## src/rtl/bs_pkg.sv

```systemverilog
// Shared definitions for the pipelined barrel shifter: mode encodings and
// the per-stage control payload that travels alongside the data word.
package bs_pkg;

   localparam logic [2:0] MODE_SLL = 3'd0;
   localparam logic [2:0] MODE_SRL = 3'd1;
   localparam logic [2:0] MODE_SRA = 3'd2;
   localparam logic [2:0] MODE_ROL = 3'd3;
   localparam logic [2:0] MODE_ROR = 3'd4;

   // sign is the operand MSB captured at input; SRA fills from it in every stage
   typedef struct packed {
      logic [2:0] mode;
      logic       sign;
   } bs_ctrl_t;

   localparam int CTRL_W = $bits(bs_ctrl_t);

endpackage

```

## src/rtl/barrel_stage.sv

```systemverilog
// One shift level: conditional shift by a fixed DIST in any mode, followed by
// the stage register and its load/ready decision.
module barrel_stage
   import bs_pkg::*;
#(
   parameter int WIDTH = 16,
   parameter int SHW   = $clog2(WIDTH),
   parameter int DIST  = 1
) (
   input  logic             clk,
   input  logic             rst,
   input  logic             valid_i,
   input  logic [WIDTH-1:0] data_i,
   input  logic [SHW-1:0]   amt_i,
   input  bs_ctrl_t         ctrl_i,
   input  logic             dn_load_i,
   output logic             load_o,
   output logic             valid_o,
   output logic [WIDTH-1:0] data_o,
   output logic [SHW-1:0]   amt_o,
   output bs_ctrl_t         ctrl_o,
   output logic             zero_o
);

   localparam int BIT = $clog2(DIST);

   logic [WIDTH-1:0] shifted;
   logic             valid_q, valid_d;
   logic [WIDTH-1:0] data_q, data_d;
   logic [SHW-1:0]   amt_q, amt_d;
   bs_ctrl_t         ctrl_q, ctrl_d;
   logic             zero_q, zero_d;

   always_comb begin
      shifted = data_i;
      if (amt_i[BIT]) begin
         case (ctrl_i.mode)
            MODE_SLL: shifted = {data_i[WIDTH-1-DIST:0], {DIST{1'b0}}};
            MODE_SRL: shifted = {{DIST{1'b0}}, data_i[WIDTH-1:DIST]};
            MODE_SRA: shifted = {{DIST{ctrl_i.sign}}, data_i[WIDTH-1:DIST]};
            MODE_ROL: shifted = {data_i[WIDTH-1-DIST:0], data_i[WIDTH-1:WIDTH-DIST]};
            MODE_ROR: shifted = {data_i[DIST-1:0], data_i[WIDTH-1:DIST]};
            default:  shifted = data_i;
         endcase
      end
   end

   assign load_o = !valid_q || dn_load_i;

   // Payload only moves with a valid word, so a bubble never disturbs the
   // held data and the output register stays stable across empty slots.
   always_comb begin
      valid_d = valid_q;
      data_d  = data_q;
      amt_d   = amt_q;
      ctrl_d  = ctrl_q;
      zero_d  = zero_q;
      if (load_o) begin
         valid_d = valid_i;
         if (valid_i) begin
            data_d = shifted;
            amt_d  = amt_i;
            ctrl_d = ctrl_i;
            zero_d = ~|shifted;
         end
      end
   end

   always_ff @(posedge clk) begin
      if (rst) begin
         valid_q <= 1'b0;
         data_q  <= '0;
         amt_q   <= '0;
         ctrl_q  <= '0;
         zero_q  <= 1'b0;
      end else begin
         valid_q <= valid_d;
         data_q  <= data_d;
         amt_q   <= amt_d;
         ctrl_q  <= ctrl_d;
         zero_q  <= zero_d;
      end
   end

   assign valid_o = valid_q;
   assign data_o  = data_q;
   assign amt_o   = amt_q;
   assign ctrl_o  = ctrl_q;
   assign zero_o  = zero_q;

endmodule

```

## src/rtl/barrel_shifter_pipe.sv

```systemverilog
// Pipelined barrel shifter: SHW registered shift levels, largest distance
// first, with a ready chain that lets bubbles collapse under backpressure.
module barrel_shifter_pipe
   import bs_pkg::*;
#(
   parameter int WIDTH = 16,
   parameter int SHW   = $clog2(WIDTH)
) (
   input  logic             clk,
   input  logic             rst,
   input  logic             in_valid,
   output logic             in_ready,
   input  logic [WIDTH-1:0] in_data,
   input  logic [SHW-1:0]   in_amt,
   input  logic [2:0]       in_mode,
   output logic             out_valid,
   input  logic             out_ready,
   output logic [WIDTH-1:0] out_data,
   output logic             out_zero
);

   // index k is the input of stage k; index SHW is the last stage's output
   logic     [SHW:0]            valid_s;
   logic     [SHW:0][WIDTH-1:0] data_s;
   logic     [SHW:0][SHW-1:0]   amt_s;
   bs_ctrl_t [SHW:0]            ctrl_s;
   logic     [SHW:0]            load_s;
   logic     [SHW-1:0]          zero_s;

   assign valid_s[0]     = in_valid && !rst;
   assign data_s[0]      = in_data;
   assign amt_s[0]       = in_amt;
   assign ctrl_s[0].mode = in_mode;
   assign ctrl_s[0].sign = in_data[WIDTH-1];
   assign load_s[SHW]    = out_ready;

   for (genvar k = 0; k < SHW; k++) begin : g_stage
      barrel_stage #(
         .WIDTH (WIDTH),
         .SHW   (SHW),
         .DIST  (1 << (SHW-1-k))
      ) u_stage (
         .clk       (clk),
         .rst       (rst),
         .valid_i   (valid_s[k]),
         .data_i    (data_s[k]),
         .amt_i     (amt_s[k]),
         .ctrl_i    (ctrl_s[k]),
         .dn_load_i (load_s[k+1]),
         .load_o    (load_s[k]),
         .valid_o   (valid_s[k+1]),
         .data_o    (data_s[k+1]),
         .amt_o     (amt_s[k+1]),
         .ctrl_o    (ctrl_s[k+1]),
         .zero_o    (zero_s[k])
      );
   end

   assign in_ready  = load_s[0] && !rst;
   assign out_valid = valid_s[SHW];
   assign out_data  = data_s[SHW];
   assign out_zero  = zero_s[SHW-1];

endmodule

```

## config.mk

```make
export PLATFORM = sky130hd
export DESIGN_NAME = barrel_shifter_pipe
export DESIGN_NICKNAME = d
export VERILOG_FILES = /design/src/rtl/bs_pkg.sv /design/src/rtl/barrel_stage.sv /design/src/rtl/barrel_shifter_pipe.sv
export SDC_FILE = /design/constraint.sdc
export NUM_CORES = 1
export LEC_CHECK = 0
export BUFFER_PORTS_ARGS = -buffer_cell sky130_fd_sc_hd__clkbuf_2
export CORE_ASPECT_RATIO = 0.7
export CORE_UTILIZATION = 62
export CTS_BUF_LIST = sky130_fd_sc_hd__clkbuf_4 sky130_fd_sc_hd__clkbuf_8
export CTS_CLUSTER_DIAMETER = 80
export CTS_CLUSTER_SIZE = 25
export DETAILED_ROUTE_END_ITERATION = 7
export GPL_ROUTABILITY_DRIVEN = 0
export PLACE_DENSITY = 0.83
export SYNTH_ARGS = -nofsm -noshare
export SYNTH_HDL_FRONTEND = slang
export SYNTH_SLANG_ARGS = --single-unit
```

## constraint.sdc

```tcl
create_clock -name clk -period 2.75 [get_ports clk]
set_input_delay 0.275 -clock clk [delete_from_list [all_inputs] [get_ports clk]]
set_output_delay 0.275 -clock clk [all_outputs]
set_load 0.02 [all_outputs]
```

# Word-level counts from Yosys, hierarchy flattened
# Index checks and enable logic that the tools add are counted.
# W data, S select, Z words.
# totals
in_bits,27
wordCells,64
ff_bits,87
out_inout_bits,19
# classes
n_mux,8
eq_ne,16
reduce_logical,22
# ops
cell,n
$pmux W16 S5,3
$mux W16,4
$pmux W16 S4,1
$eq A3 B2 Y1 const B,8
$reduce_or A16 Y1,1
$eq A3 B1 Y1 const B,4
$eq A3 B3 Y1 const B,4
$logic_not A3 Y1,4
$reduce_and A2 Y1,4
$logic_not A1 Y1,6
$logic_or A1 B1 Y1,4
$logic_and A1 B1 Y1,2
$reduce_or A2 Y1,1

# Logic depth before layout (Yosys ltp)
# logic_depth
word_depth,6
ltp_mapped,9
depth_no_buf,7

# Hierarchy
# A second synthesis with hierarchy kept.
# hier_totals
cells_unflattened,858
hier_area_um2,6627.6
# by_module_without_submodules
module,cells_each,seq_area_each_um2,area_each_um2,n_inst
barrel_stage at g_stage[2].u_stage,230,520.5,1864.3,1
barrel_stage at g_stage[1].u_stage,230,520.5,1749.2,1
barrel_stage at g_stage[3].u_stage,202,520.5,1562.7,1
barrel_stage at g_stage[0].u_stage,194,520.5,1438.9,1
barrel_shifter_pipe,2,0.0,12.5,1

# Worst setup path before layout
# Ideal clock, no wire load.
# synth_timing
path_kind,reg-to-reg
from,register g_stage[3].u_stage.valid_q
to,register g_stage[0].u_stage.data_q[5]
t_arrival_ns,2.046
synth_period_minus_slack_ns,2.124
path_slack_ns,0.626
stages_incl_launch_ff,9
path_buffers,2
cell_sequence,dfxtp_1 -> nor2b_1 -> and3_1 -> a21oi_1 -> and2_1 -> clkbuf_1 -> clkbuf_1 -> nor2_1 -> nor3_1
# synth_between
elab_chain_cells,6
# synth_lines
element,line_no,source
"start, declared",barrel_stage.sv:28,"logic valid_q, valid_d;"
"start signal, assigned",barrel_stage.sv:77,valid_q <= valid_d;
$logic_not A1 Y1,barrel_stage.sv:48,assign load_o = !valid_q || dn_load_i;
$logic_or A1 B1 Y1 (4 in series),barrel_stage.sv:48,
$reduce_and A2 Y1 (no source line),-,
"end signal, assigned",barrel_stage.sv:78,data_q <= data_d;
"end, declared",barrel_stage.sv:29,"logic [WIDTH-1:0] data_q, data_d;"
# Every way passes these cells.
# A chain may end at the register's enable or synchronous reset.

# Worst setup path in the final report
# layout_timing
from,register g_stage[2].u_stage.ctrl_q (netlist bit g_stage[2].u_stage.ctrl_o[1])
to,register g_stage[3].u_stage.zero_q
# layout_between
elab_chain_cells,5
word_cells_on_any_way,9
classes_between,eq/ne: 4; mux: 2; reduce/logical: 3
# layout_lines
element,line_no,source
"start, declared",barrel_stage.sv:31,"bs_ctrl_t ctrl_q, ctrl_d;"
"start signal, assigned",barrel_stage.sv:80,ctrl_q <= ctrl_d;
"$eq A3 B3 Y1, or another cell as far along",barrel_stage.sv:37,case (ctrl_i.mode)
$pmux W16 S5 (*),barrel_stage.sv:37,
$mux W16 (*),barrel_stage.sv:36,if (amt_i[BIT]) begin
$reduce_or A16 Y1 (*),barrel_stage.sv:64,zero_d = ~|shifted;
$logic_not A1 Y1 (*),barrel_stage.sv:64,
"end signal, assigned",barrel_stage.sv:81,zero_q <= zero_d;
"end, declared",barrel_stage.sv:32,"logic zero_q, zero_d;"
# Mark *: on every way between the ends. The rest lies on a longest branch, timed or not.

==> key figures <==
Synthesis
  • Total of warnings raised by yosys: 0
  • Ys async rst share: 0%
  • Mapped cell area: 4980 um2
  • Netlist cell types: 51
  • Dominant synthesized flop cell: dfxtp_1
  • Sequential-to-total area share from yosys stat: 34.9%
  • Syn avg cell area: 7.38 um2
  • FF+latch count, synth: just under 90
  • Post-synth EDFFs: 0
  • Syn nets: 702
  • Synth cell count leaders: nand2_1, a21oi_1, nor2_1
  • Top cells by area, synth: dfxtp_1, a21oi_1, nand2_1
  • Share of the synthesized area in the top cell type: 34.9%
  • Post-Syn Instances: 675
  • Synth area leader: dfxtp_1
  • Top-count cell post-synth: nand2_1

Floorplanning
  • CORE AREA: about 7500 um2
  • Die X: 109 um
  • IO Pins: 46
  • Initial core utilization: 66.0%
  • Die Footprint: roughly 8400 um2
  • # rows: 26
  • Die height: roughly 77 um

Timing
  • Worst slew pin tran: ~0.86 ns
  • Part of the cycle the worst path needs: 86.4%
  • RSZ-0062 raised after global routing: no
  • Fin crit period: ~2.4 ns
  • Clk_skew: 0.0101 ns
  • Final worst slack: 0.374 ns
  • Final setup vio count: 0
  • Fin. max-slew vios: 0
  • Hold Slack: around 0.090 ns
  • Max-slew headroom: 42.8%
  • Fmax: 0.421 GHz
  • Post-Route Setup TNS: 0 ns
  • Hold Vio Cnt, Final: 0

Setup path
  • Arr. time, crit path: ~2.7 ns
  • Worst path slowest cell: xor2_1
  • Setup crit start kind: flop
  • Max stage delay on crit path: 0.58 ns
  • Critical path depth: 7
  • Family with the most delay on the worst path: compound AO/OA/AOI/OAI gates
  • Reg2reg path depth: 7
  • CP bufs+invs: 1
  • Crit-path cells: xor2_1 > mux2_2 > o32ai_1 > inv_1 > a222oi_1 > nand4_1 > o21ai_1
  • Critical Setup Path Class: flop to flop
  • Crit Path Max Fanout: 9
  • Worst EP required: roughly 3.1 ns
  • Worst setup EP type: flop

Drt
  • Antenna Violating Nets Remaining: 0
  • First DRT Iteration DRCs: between 700 and 800
  • Via Count: 4958
  • First-pass DRT Iterations: 8
  • Vias per inst: 6.36
  • WL final: 13.3 mm
  • Drt drc: 0
  • WL/cell: 17.1 um

Clock network
  • CTS resizes: 0
  • Post CTS Setup Buffer Count: 0
  • Clk buf depth: 2
  • H-tree Lvls: 3
  • Clock latency on the worst-skew pair: 0.38 ns
  • Hold_buf cts: 0
  • Num CTS Buffers: 9
  • CTS tree: built
  • Clock Tree Root: clkbuf_8
  • Clock sinks: 87
  • Clock-pin slew on the worst setup and hold paths: 0.09 ns

Finish
  • Fin area: roughly 5300 um2
  • Share of layout cells above drive strength 1: 13.1%
  • Fin util: 70.5%
  • Final nets: around 700
  • P&R area growth vs syn: 6.73%
  • Fillcell total: around 580
  • Ant. Diodes: 0

Global route
  • First-pass GRT wire length: about 22 mm
  • GRT overflow: 0
  • Vias in the first global route: 4269
  • Largest net degree at the start of global routing: 88
  • All-Layer GR Usage: 33.0%
  • Initial antenna violation count: 0

Pwr
  • Clock power frac: a little over a third
  • Pwr dens: 492 nW/um2
  • Net switching power figure: 752 uW
  • Pint: 1.87 mW
  • Seq pwr share: approximately half
  • Part of the power in combinational logic: 12.1%
  • VDD IR max: 0.000390 V
  • Leakage: 1.85 nW
  • Sw Ratio: 28.7%

Placement
  • Place WS: approximately 0.48 ns
  • Placed Area: 5110 um2
  • DP HPWL: roughly 9.3 mm
  • I/O Buffers: 45

Status
  • Status: complete, no violations

Worst hold path
  • Hold Path Depth: 3
  • Min-Delay Path Class: primary input to flop

Flow run
  • # Max-Cap Violations: 0
-- final timing paths --
| check | from | end | slack (ns) |
|---|---|---|---|
| worst min register to register | g_stage[3].u_stage.data_o[11] | g_stage[3].u_stage.data_o[11] | 0.45 |
| worst max register to register | g_stage[2].u_stage.ctrl_o[1] | g_stage[3].u_stage.zero_o | 0.37 |
| worst max-delay path | g_stage[2].u_stage.ctrl_o[1] | g_stage[3].u_stage.zero_o | 0.37 |
| worst min-delay path | in_amt[0] | g_stage[0].u_stage.amt_o[0] | 0.09 |
-- cell families (layout without fill, tap and decap cells) --
logic type	Yosys count	count (layout)	synth area share, %
multiplexers	24	24	4.99
buffers and inverters	81	87	7.61
adder cells (fa/ha/maj)	2	2	0.402
XOR/XNOR	6	6	1.20
AND/OR/NAND/NOR	268	268	23.9
flip-flops	87	87	34.9
AO/OA/AOI/OAI	207	207	26.9
-- registers in the layout, summed over array words and instances, names as in the netlist --
| signal | cells |
|---|---|
| g_stage.u_stage.zero_o | 1 |
| g_stage.u_stage.valid_o | 4 |
| g_stage.u_stage.amt_o | 6 |
| g_stage.u_stage.ctrl_o | 12 |
| g_stage.u_stage.data_o | 64 |
-- routing by layer --
metal	global-route usage, %	share of wire, %
met1	51.8	48
met2	42.8	39
met3	10.8	12
met4	6.53	1.5
met5	0	0
-- layout make-up --
| class | count | area [um2] | share of cell area, % |
|---|---|---|---|
| Multi-Input combinational cell | 507 | 2860 | 53.8 |
| Timing Repair Buffer | 62 | 353 | 6.63 |
| Sequential cell | 87 | 1740 | 32.7 |
| Clock buffer | 10 | 138 | 2.59 |
| Tap cell | 98 | 123 | 2.30 |
| Clock inverter | 6 | 67.6 | 1.27 |
| Inverter | 9 | 33.8 | 0.635 |
-- per-stage QoR --
| stage | cells | power (mW) |
|---|---|---|
| 5_1_grt | 779 | 2.73 |
| 2_1_floorplan | 675 | 1.60 |
| 3_5_place_dp | 763 | 1.69 |
| 6_report | 779 | 2.62 |
| 4_1_cts | 779 | 2.61 |
| 3_3_place_gp | 763 | 1.68 |
-- layout by cell type, fill, tap and decap left out, types with 8 or more instances in the layout --
master | Yosys | layout
o211ai_1 | 39 | 39
a211oi_1 | 19 | 19
dfxtp_1 | 87 | 87
nor3b_1 | 9 | 9
mux2i_1 | 20 | 20
buf_4 | 16 | 17
nor3_1 | 35 | 35
o21ai_0 | 9 | 9
clkbuf_8 | 0 | 10
clkbuf_2 | 0 | 45
nand2_1 | 99 | 99
inv_1 | 9 | 9
nand3b_1 | 8 | 8
a21oi_1 | 93 | 93
nor2_1 | 90 | 90
-- worst register-to-register path: cells and delay by family, from the launching register on --
| family | cells | cell delay, ns |
|---|---|---|
| flops | 1 | 0.37 |
| buf+inv | 1 | 0.10 |
| compound gates | 3 | 0.71 |
| mux | 1 | 0.41 |
| xor+xnor | 1 | 0.59 |
| simple gates | 1 | 0.13 |
-- power groups by stage --
stage               clock network (mW)  logic (mW)  registers, mW
CTS                              0.941       0.311           1.36
global route                      1.01       0.354           1.36
finish                           0.944       0.317           1.36
detailed placement                   0       0.309           1.38
global placement                     0       0.300           1.38
floorplan                            0       0.243           1.36
Note: power is estimated with default switching activity, not from simulation.
